===== config.mk =====
export PLATFORM = sky130hd
export DESIGN_NAME = prog_clk_div
export DESIGN_NICKNAME = d
export VERILOG_FILES = /design/src/rtl/prog_clk_div_pkg.sv /design/src/rtl/div_cfg_reg.sv /design/src/rtl/prog_clk_div.sv
export SDC_FILE = /design/constraint.sdc
export NUM_CORES = 1
export LEC_CHECK = 0
export ABC_CLOCK_PERIOD_IN_PS = 6250
export CORE_ASPECT_RATIO = 1.2
export CORE_UTILIZATION = 61
export CTS_BUF_LIST = sky130_fd_sc_hd__clkbuf_8
export CTS_CLUSTER_SIZE = 16
export DETAILED_ROUTE_END_ITERATION = 8
export PLACE_DENSITY = 0.87
export RECOVER_POWER = 100
export SKIP_LAST_GASP = 1
export SYNTH_ARGS = -nofsm -noshare
export SYNTH_HDL_FRONTEND = slang
export SYNTH_SLANG_ARGS = --single-unit

===== constraint.sdc =====
create_clock -name clk -period 6.25 [get_ports clk]
set_input_delay 0.625 -clock clk [delete_from_list [all_inputs] [get_ports clk]]
set_output_delay 0.625 -clock clk [all_outputs]
set_load 0.05 [all_outputs]

===== src/rtl/prog_clk_div_pkg.sv =====
// prog_clk_div shared constants and helpers.
// Divisor clamping and high-phase length.
package prog_clk_div_pkg;

  localparam int DIV_MIN   = 2;
  localparam int DEF_WIDTH = 8;
  localparam int DEF_DIV   = 9;

  function automatic logic [31:0] clamp_div(
    input logic [31:0] v
  );
    return (v < 32'(DIV_MIN)) ? 32'(DIV_MIN) : v;
  endfunction

  // Odd divisors put the extra cycle in the high phase.
  function automatic logic [31:0] hi_of(
    input logic [31:0] n
  );
    return (n + 32'd1) >> 1;
  endfunction

endpackage


===== src/rtl/div_cfg_reg.sv =====
// Divisor configuration: pending capture, clamp/error flag,
// apply at a period boundary and one-cycle acknowledge.
module div_cfg_reg
  import prog_clk_div_pkg::*;
#(
  parameter int WIDTH       = DEF_WIDTH,
  parameter int DEFAULT_DIV = DEF_DIV
) (
  input  logic             clk,
  input  logic             reset,
  input  logic [WIDTH-1:0] div_value,
  input  logic             div_load,
  input  logic             boundary,
  output logic [WIDTH-1:0] active_nxt,
  output logic [WIDTH-1:0] active_div,
  output logic             div_ack,
  output logic             div_err
);

  logic [WIDTH-1:0] pend_val_q, pend_val_d;
  logic [WIDTH-1:0] active_q, active_d;
  logic             pend_q, pend_d;
  logic             ack_q, ack_d;
  logic             err_q, err_d;

  always_comb begin
    pend_val_d = pend_val_q;
    active_d   = active_q;
    pend_d     = pend_q;
    ack_d      = 1'b0;
    err_d      = err_q;
    if (boundary && pend_q) begin
      active_d = pend_val_q;
      pend_d   = 1'b0;
      ack_d    = 1'b1;
    end
    // A load on the apply edge queues for the next boundary.
    if (div_load) begin
      pend_val_d = WIDTH'(clamp_div(32'(div_value)));
      pend_d     = 1'b1;
      if (32'(div_value) < 32'(DIV_MIN))
        err_d = 1'b1;
    end
  end

  always_ff @(posedge clk) begin
    if (!reset) begin
      pend_val_q <= '0;
      active_q   <= WIDTH'(DEFAULT_DIV);
      pend_q     <= 1'b0;
      ack_q      <= 1'b0;
      err_q      <= 1'b0;
    end else begin
      pend_val_q <= pend_val_d;
      active_q   <= active_d;
      pend_q     <= pend_d;
      ack_q      <= ack_d;
      err_q      <= err_d;
    end
  end

  assign active_nxt = active_d;
  assign active_div = active_q;
  assign div_ack    = ack_q;
  assign div_err    = err_q;

endmodule


===== src/rtl/prog_clk_div.sv =====
// Programmable integer clock divider with registered out/tick.
// Optional PROG_CLK_DIV_GATE_EN adds an `en` period gate.
module prog_clk_div
  import prog_clk_div_pkg::*;
#(
  parameter int WIDTH       = DEF_WIDTH,
  parameter int DEFAULT_DIV = DEF_DIV
) (
  input  logic             clk,
  input  logic             reset,
`ifdef PROG_CLK_DIV_GATE_EN
  input  logic             en,
`endif
  input  logic [WIDTH-1:0] div_value,
  input  logic             div_load,
  output logic             div_ack,
  output logic             div_err,
  output logic [WIDTH-1:0] active_div,
  output logic             out,
  output logic             tick
);

  logic [WIDTH-1:0] cnt_q, cnt_d;
  logic [WIDTH-1:0] active_nxt;
  logic             out_q, out_d;
  logic             tick_q, tick_d;
  logic             wrap, run, boundary;

`ifdef PROG_CLK_DIV_GATE_EN
  assign run = en;
`else
  assign run = 1'b1;
`endif

  div_cfg_reg #(
    .WIDTH       (WIDTH),
    .DEFAULT_DIV (DEFAULT_DIV)
  ) u_cfg (
    .clk        (clk),
    .reset      (reset),
    .div_value  (div_value),
    .div_load   (div_load),
    .boundary   (boundary),
    .active_nxt (active_nxt),
    .active_div (active_div),
    .div_ack    (div_ack),
    .div_err    (div_err)
  );

  // Gated: cnt parks on the last count, which keeps out low.
  always_comb begin
    wrap     = (cnt_q == active_div - WIDTH'(1));
    boundary = wrap && run;
    cnt_d    = cnt_q;
    if (boundary)
      cnt_d = '0;
    else if (!wrap)
      cnt_d = cnt_q + WIDTH'(1);
    out_d  = 32'(cnt_d) < hi_of(32'(active_nxt));
    tick_d = boundary;
  end

  always_ff @(posedge clk) begin
    if (!reset) begin
      cnt_q  <= WIDTH'(DEFAULT_DIV - 1);
      out_q  <= 1'b0;
      tick_q <= 1'b0;
    end else begin
      cnt_q  <= cnt_d;
      out_q  <= out_d;
      tick_q <= tick_d;
    end
  end

  assign out  = out_q;
  assign tick = tick_q;

endmodule


==> run metrics, run 1 <==
setup violators final 0; hold path depth 2; total CTS buffers 5; worst r2r src u_cfg.active_div[0]; DRT Wirelength 4180 µm; min cycle time layout 4910 ps; Max FO, Critical Path 19; Pint 0.512 mW; layout cells sized above 1 0.0529; Max Root-Sink Buffers 2; unrepaired setup endpoints after global routing false; crit path kind register to register; via count 1,556; core area 0.00279 mm²; die height 61.3 µm; post-synthesis xor/xnor area fraction 0.123; fin. max-slew vios 0; post-synthesis async set-or-reset flop share 0; Worst Hold End u_cfg.div_err; Post-CTS Hold Buffers 0; die width 51.4 µm; post-synthesis compound-gate area fraction 0.104; gpl congestion 0.857; total power 0.944 mW; maximum vdd drop 0.250 mV; Distinct cells, synth 40; Rel. slew slack 0.540; grt ovf 0; area of the die 0.00315 mm²; Post-route DRC 0; Iter 0 DRT Violations 35; synth top area cells dfxtp_1, mux2i_1, ha_1, xnor2_1, nor2_1; worst hold path class register to register; Pleak 0.856 nW; Layout area overhead 16.2%; CTS tree yes; register area share after synthesis 0.325; max-cap violations 0; Req. time, crit path 6450 ps; post-synthesis register bit count 29; DRT antenna net count 0; vias in the first global route 1,549; number of synthesized flops with an enable pin 0; combinational power share 0.549; Most used DFF post-synth dfxtp_1; largest net degree at the start of global routing 20; GRT Total Usage 0.304; n_diodes 0; Syn. warnings 0; FF-to-FF End out; Avg Vias per Cell 5.96; clk_skew 10.0 ps; Clk pwr share 0.168; CTS clk-pin slew, worst paths 70 ps; Hold Startpoint u_cfg.div_err; Port Buffers 22; CTS root buf clkbuf_8; Cell Pwr Density 455 mW/mm²; Detailed Place HPWL 3130 µm; type of element capturing the critical path register; clock latency on the worst-skew pair 290 ps; Layout Nets 248; Sw Pwr 0.433 mW; CP Launch Type register; top cell type's share of synthesized area 0.325; status finished, final reports clean; R2R Setup Slk 1340 ps; global-route wire length before repair 6880 µm; simple-gate share of the synthesized area 0.228; Reg power frac 0.283; Post-Synthesis Cells 208; Post-Synth Adder-Cell Area 0.0701; setup repair bufs after CTS 0; post-cts sizing count 0; net switching fraction of the power 0.458; Setup TNS 0 ps; Syn Area/Cell 8.58 µm²; H-tree depth 2; final worst path period share 0.786; worst slew pin tran 689 ps; # IOs 23; mux cell area share after synthesis 0.102; Synth Net Count 229; clock sink count 29; Syn Std Cell Area 0.00179 mm²; initial antenna violation count 0; drt pass-1 iters 4; Hold Vio Cnt, Final 0; FP Rows 21; Worst EP arrival 5110 ps; fmax 204 MHz; combinational family with the most area after synthesis simple AND/OR/NAND/NOR gates; Synth area leader dfxtp_1; Initial Util 0.641; worst reg-to-reg path cell count 19; wire length per cell 16.0 µm
cells in the final DEF (no fill, tap or decap), drive strengths merged, types with 4 or more instances in the layout:
cell type	count
clkdlybuf4s50	9
inv	9
nand2	13
nand3	10
dlygate4sd3	13
mux2i	14
dfxtp	29
nor2	32
a21oi	4
xnor2	14
clkbuf	7
ha	10
o21ai	5
xor2	11
nand4	5
worst max-delay path, cell delays in order, from the launching register on:
cell and delay, ps:
dfxtp_1 380, inv_1 100, ha_1 240, or3b_2 490, nor4_1 210, o2111ai_1 190
a2111o_1 720, mux2_1 450, ha_1 240, nand3_1 130, nor2_1 90, xnor2_1 120
nand2_1 70, o21ai_0 90, ha_1 290, and3_1 180, nand4_1 110, nor2_1 60
or4_1 410, a211oi_1 240
per-stage QoR:
stage	setup WS [ps]	cell area [µm²]	cells	hold WS (ps)	utilization
after CTS	1380	2090	261	484	0.749
after global routing	1040	2070	261	512	0.745
after detailed placement	1440	2000	254	469	0.718
after floorplan	1700	1790	208	459	-
after global placement	1640	2000	254	451	0.718
final	1340	2070	261	474	0.745
metal layers:
layer  GRT usage  up-vias  routed length [µm]
li1            -      758                   -
met1       0.298      736                1660
met2       0.549       48                2190
met3      0.0790       14                 170
met4       0.228        0                 168
met5           0        -                   0
how the worst max path moves through the flow:
stage                                   start  end  slack [ps]  depth (start not counted)
final                     u_cfg.active_div[0]  out        1340                         19
after global routing      u_cfg.active_div[0]  out        1040                         19
after CTS                 u_cfg.active_div[0]  out        1380                         19
after detailed placement  u_cfg.active_div[2]  out        1440                         17
after global placement    u_cfg.active_div[0]  out        1640                         17
after floorplan           u_cfg.active_div[2]  out        1700                         19
cells in the mapped netlist, drive strengths merged, types with 3 or more instances:
| master | number |
|---|---|
| nor2 | 32 |
| mux2 | 3 |
| nand4 | 5 |
| ha | 10 |
| nor4b | 3 |
| nand3 | 10 |
| or4 | 3 |
| and2 | 3 |
| clkbuf | 9 |
| a211oi | 3 |
| mux2i | 14 |
| a21oi | 4 |
| nand2 | 13 |
| inv | 8 |
| xnor2 | 14 |
| xor2 | 11 |
| dfxtp | 29 |
| o21ai | 5 |
registers in the layout, summed over array words and instances, names as in the netlist:
name              count
u_cfg.pend_val_q      8
out                   1
tick                  1
u_cfg.div_ack         1
u_cfg.pend_q          1
cnt_q                 8
u_cfg.div_err         1
u_cfg.active_div      8
kinds of logic (layout without fill, tap and decap cells):
logic type	after synthesis	in the layout
adders and majority gates	10	10
AOI/OAI and AO/OA	26	26
xor gates and xnor gates	25	25
DFF	29	29
and+or+nand+nor	82	82
buffers and inverters	19	38
muxes	17	17
power by group through the flow:
stage	Combinational [mW]	Sequential (mW)	Clock (mW)
after floorplan	0.363	0.310	0
after global placement	0.522	0.267	0
after detailed placement	0.536	0.271	0
after CTS	0.542	0.268	0.159
after global routing	0.571	0.273	0.168
final	0.519	0.267	0.159
cell type report:
type / count / area, µm²
fill: 225 / 711
inverter: 8 / 30.0
timing repair buffer: 23 / 224
tap: 34 / 42.5
sequential: 29 / 581
clock buffer: 6 / 82.6
clock inverter: 1 / 3.75
multi-input combinational: 160 / 1110
(Power assumes the default switching activity.)
==> inputs of run 2 (changes only) <==
ABC_CLOCK_PERIOD_IN_PS = 4100   (was 6250)
CORE_UTILIZATION = 51   (was 61)
PLACE_DENSITY = 0.77   (was 0.87)
clock period = 4.1 ns   (was 6.25 ns; I/O delays follow)
==> run 2 against run 1 <==
Effect of this change:
- the run now ends with negative setup slack left
- critical path depth decreased by 3
- sequential share of layout area is 1.3 points lower
- first-iteration DRC count down 20%
- register-to-register slack worse by 1300 ps
- via count shrank 1.3%
- largest cell class unchanged
- final cell count rose by 5.0%
- largest power group unchanged
==> run metrics, run 2 (synthesis results as in run 1) <==
status finished, violations left; failing checks negative setup slack; global-route wire length before repair 6220 µm (-9.6%); via count 1,536 (-1.3%); initial antenna violation count 0 (unchanged); largest net degree at the start of global routing 17 (-15%); maximum vdd drop 0.671 mV (+170%); worst hold path class register to register; fmax 244 MHz (+20%); net switching fraction of the power 0.436 (-0.0218); commonest non-fill, non-tap cell in the layout nor2_1; worst slew pin tran 547 ps (-142 ps); fin. max-slew vios 0 (unchanged); Crit-path slowest cell or4_4; DRT Wirelength 4060 µm (-2.9%); setup violators final 1 (+1); pre-CTS setup slack 27.3 ps (-1410 ps); vias in the first global route 1,333 (-14%); Clk pwr share 0.145 (-0.023); gpl congestion 0.888 (+3.6%); Worst EP arrival 4310 ps (-800 ps); max-cap violations 0 (unchanged); Reg area 596 µm² (+2.6%); Pint 0.863 mW (+69%); delay-heaviest family, CP simple AND/OR/NAND/NOR gates; Iter 0 DRT Violations 28 (-20%); crit path kind register to register; Layout fillers 265 (+18%); CP cell instances or4_4 > or4_1 > o211a_1 > a2111o_1 > mux2_4 > ha_4 > nand3_4 > nor2_4 > nand3_1 > o21a_1 > ha_1 > and3_4 > nand4_1 > nor2_1 > or4_4 > a211oi_2; area post-placement 0.00210 mm² (+4.9%); max incr delay on CP 570 ps (-150 ps); Detailed Place HPWL 2910 µm (-7.1%); clk_skew 4.53 ps (-5.51 ps); H-tree depth 2 (unchanged); Max FO, Critical Path 5 (-14); Hold Worst Slack 467 ps (-7.11 ps); # IOs 23 (unchanged); Port Buffers 22 (unchanged); Layout Nets 257 (+3.6%); drt pass-1 iters 4 (unchanged); CP bufs+invs 0 (-1); clock sink count 29 (unchanged); Pleak 0.922 nW (+7.6%); layout cells sized above 1 0.169 (+0.116); area of the die 0.00374 mm² (+19%); Sw Pwr 0.668 mW (+54%); min cycle time layout 4110 ps (-805 ps); Cell Pwr Density 687 mW/mm² (+51%); Multi-input gate area 0.00118 mm² (+6.1%); final instance area 0.00223 mm² (+7.4%); final worst path period share 1.00 (+0.216); most frequent cells in the layout nor2_1, dfxtp_1, xnor2_1, mux2i_1, nand2_1; Final WS setup -6.38 ps (-1340 ps); combinational power share 0.589 (+0.040); unrepaired setup endpoints after global routing true; Post-route DRC 0 (unchanged); Layout area overhead 24.8%; core area 0.00334 mm² (+20%); Avg Vias per Cell 5.61 (-6.0%); Hold Vio Cnt, Final 0 (unchanged); Initial Util 0.535 (-0.106); DRT antenna net count 0 (unchanged); Max Root-Sink Buffers 2 (unchanged); CTS root buf clkbuf_8; clock latency on the worst-skew pair 280 ps (about the same); CP Launch Type register; type of element capturing the critical path register; CTS clk-pin slew, worst paths 60 ps (about the same); Req. time, crit path 4300 ps (-2150 ps); GRT Total Usage 0.218 (-0.0855); CTS tree yes; Reg power frac 0.265 (-0.018); Rel. slew slack 0.632 (+0.0916); wire length per cell 14.8 µm (-7.5%); FP Rows 23 (+9.5%); CP most frequent cell or4_4; grt ovf 0 (unchanged); die width 56.0 µm (+9.0%); die height 66.8 µm (+9.1%); n_diodes 0 (unchanged); total CTS buffers 5 (unchanged)
## run 2: repair_timing
item	CTS	global route
resized for setup	0	6
hold buffers	0	0
endpoints found under the setup margin	1	1
pin swaps	0	4
buffers inserted	0	2
## run 2: path summary, 6_finish.rpt
check / from / to / slack (ps) / cells after the start
worst max-delay path: u_cfg.active_div[0] / out / -6 / 16
worst max register to register: u_cfg.active_div[0] / out / -6 / 16
worst min-delay path: u_cfg.div_err / u_cfg.div_err / 470 / 2
worst min register to register: u_cfg.div_err / u_cfg.div_err / 470 / 2
## run 2: per-stage QoR
step | power (mW) | util | TNS [ps] | cells
4_1_cts | 1.50 | 0.653 | -5.55 | 272
3_5_place_dp | 1.28 | 0.629 | 0 | 264
6_report | 1.53 | 0.668 | -6.38 | 274
5_1_grt | 1.66 | 0.668 | -147 | 274
2_1_floorplan | 1.05 | - | -28.1 | 208
3_3_place_gp | 1.27 | 0.629 | 0 | 264
## run 2: worst register-to-register path, stage by stage, from the launching register on
cell	delay, ps
dfxtp_2	340
or4_4	570
or4_1	410
o211a_1	140
a2111o_1	450
mux2_4	250
ha_4	160
nand3_4	100
nor2_4	140
nand3_1	90
o21a_1	180
ha_1	290
and3_4	190
nand4_1	90
nor2_1	70
or4_4	420
a211oi_2	150
## run 2: layout make-up
| class | count | area share |
|---|---|---|
| inverters | 8 | 0.0135 |
| repair buffers | 32 | 0.133 |
| multi-input cells | 160 | 0.529 |
| clock inverters | 3 | 0.00618 |
| flip-flops and latches | 29 | 0.267 |
| clock buffers | 5 | 0.0309 |
| well taps | 37 | 0.0208 |
## run 2: power by group through the flow
stage / clock (mW) / sequential (mW) / combinational, mW
floorplan: 0 / 0.479 / 0.574
global placement: 0 / 0.412 / 0.856
detailed placement: 0 / 0.413 / 0.864
CTS: 0.223 / 0.407 / 0.873
global route: 0.237 / 0.416 / 1.00
finish: 0.223 / 0.406 / 0.902
## run 2: layer usage
metal  global-route usage  wire length, µm  vias to the layer above
met1                0.259             1750                      712
met5                    0                0                        -
met2                0.374             2070                       35
met3               0.0427              148                        8
met4                0.113               91                        0
li1                     -                -                      781
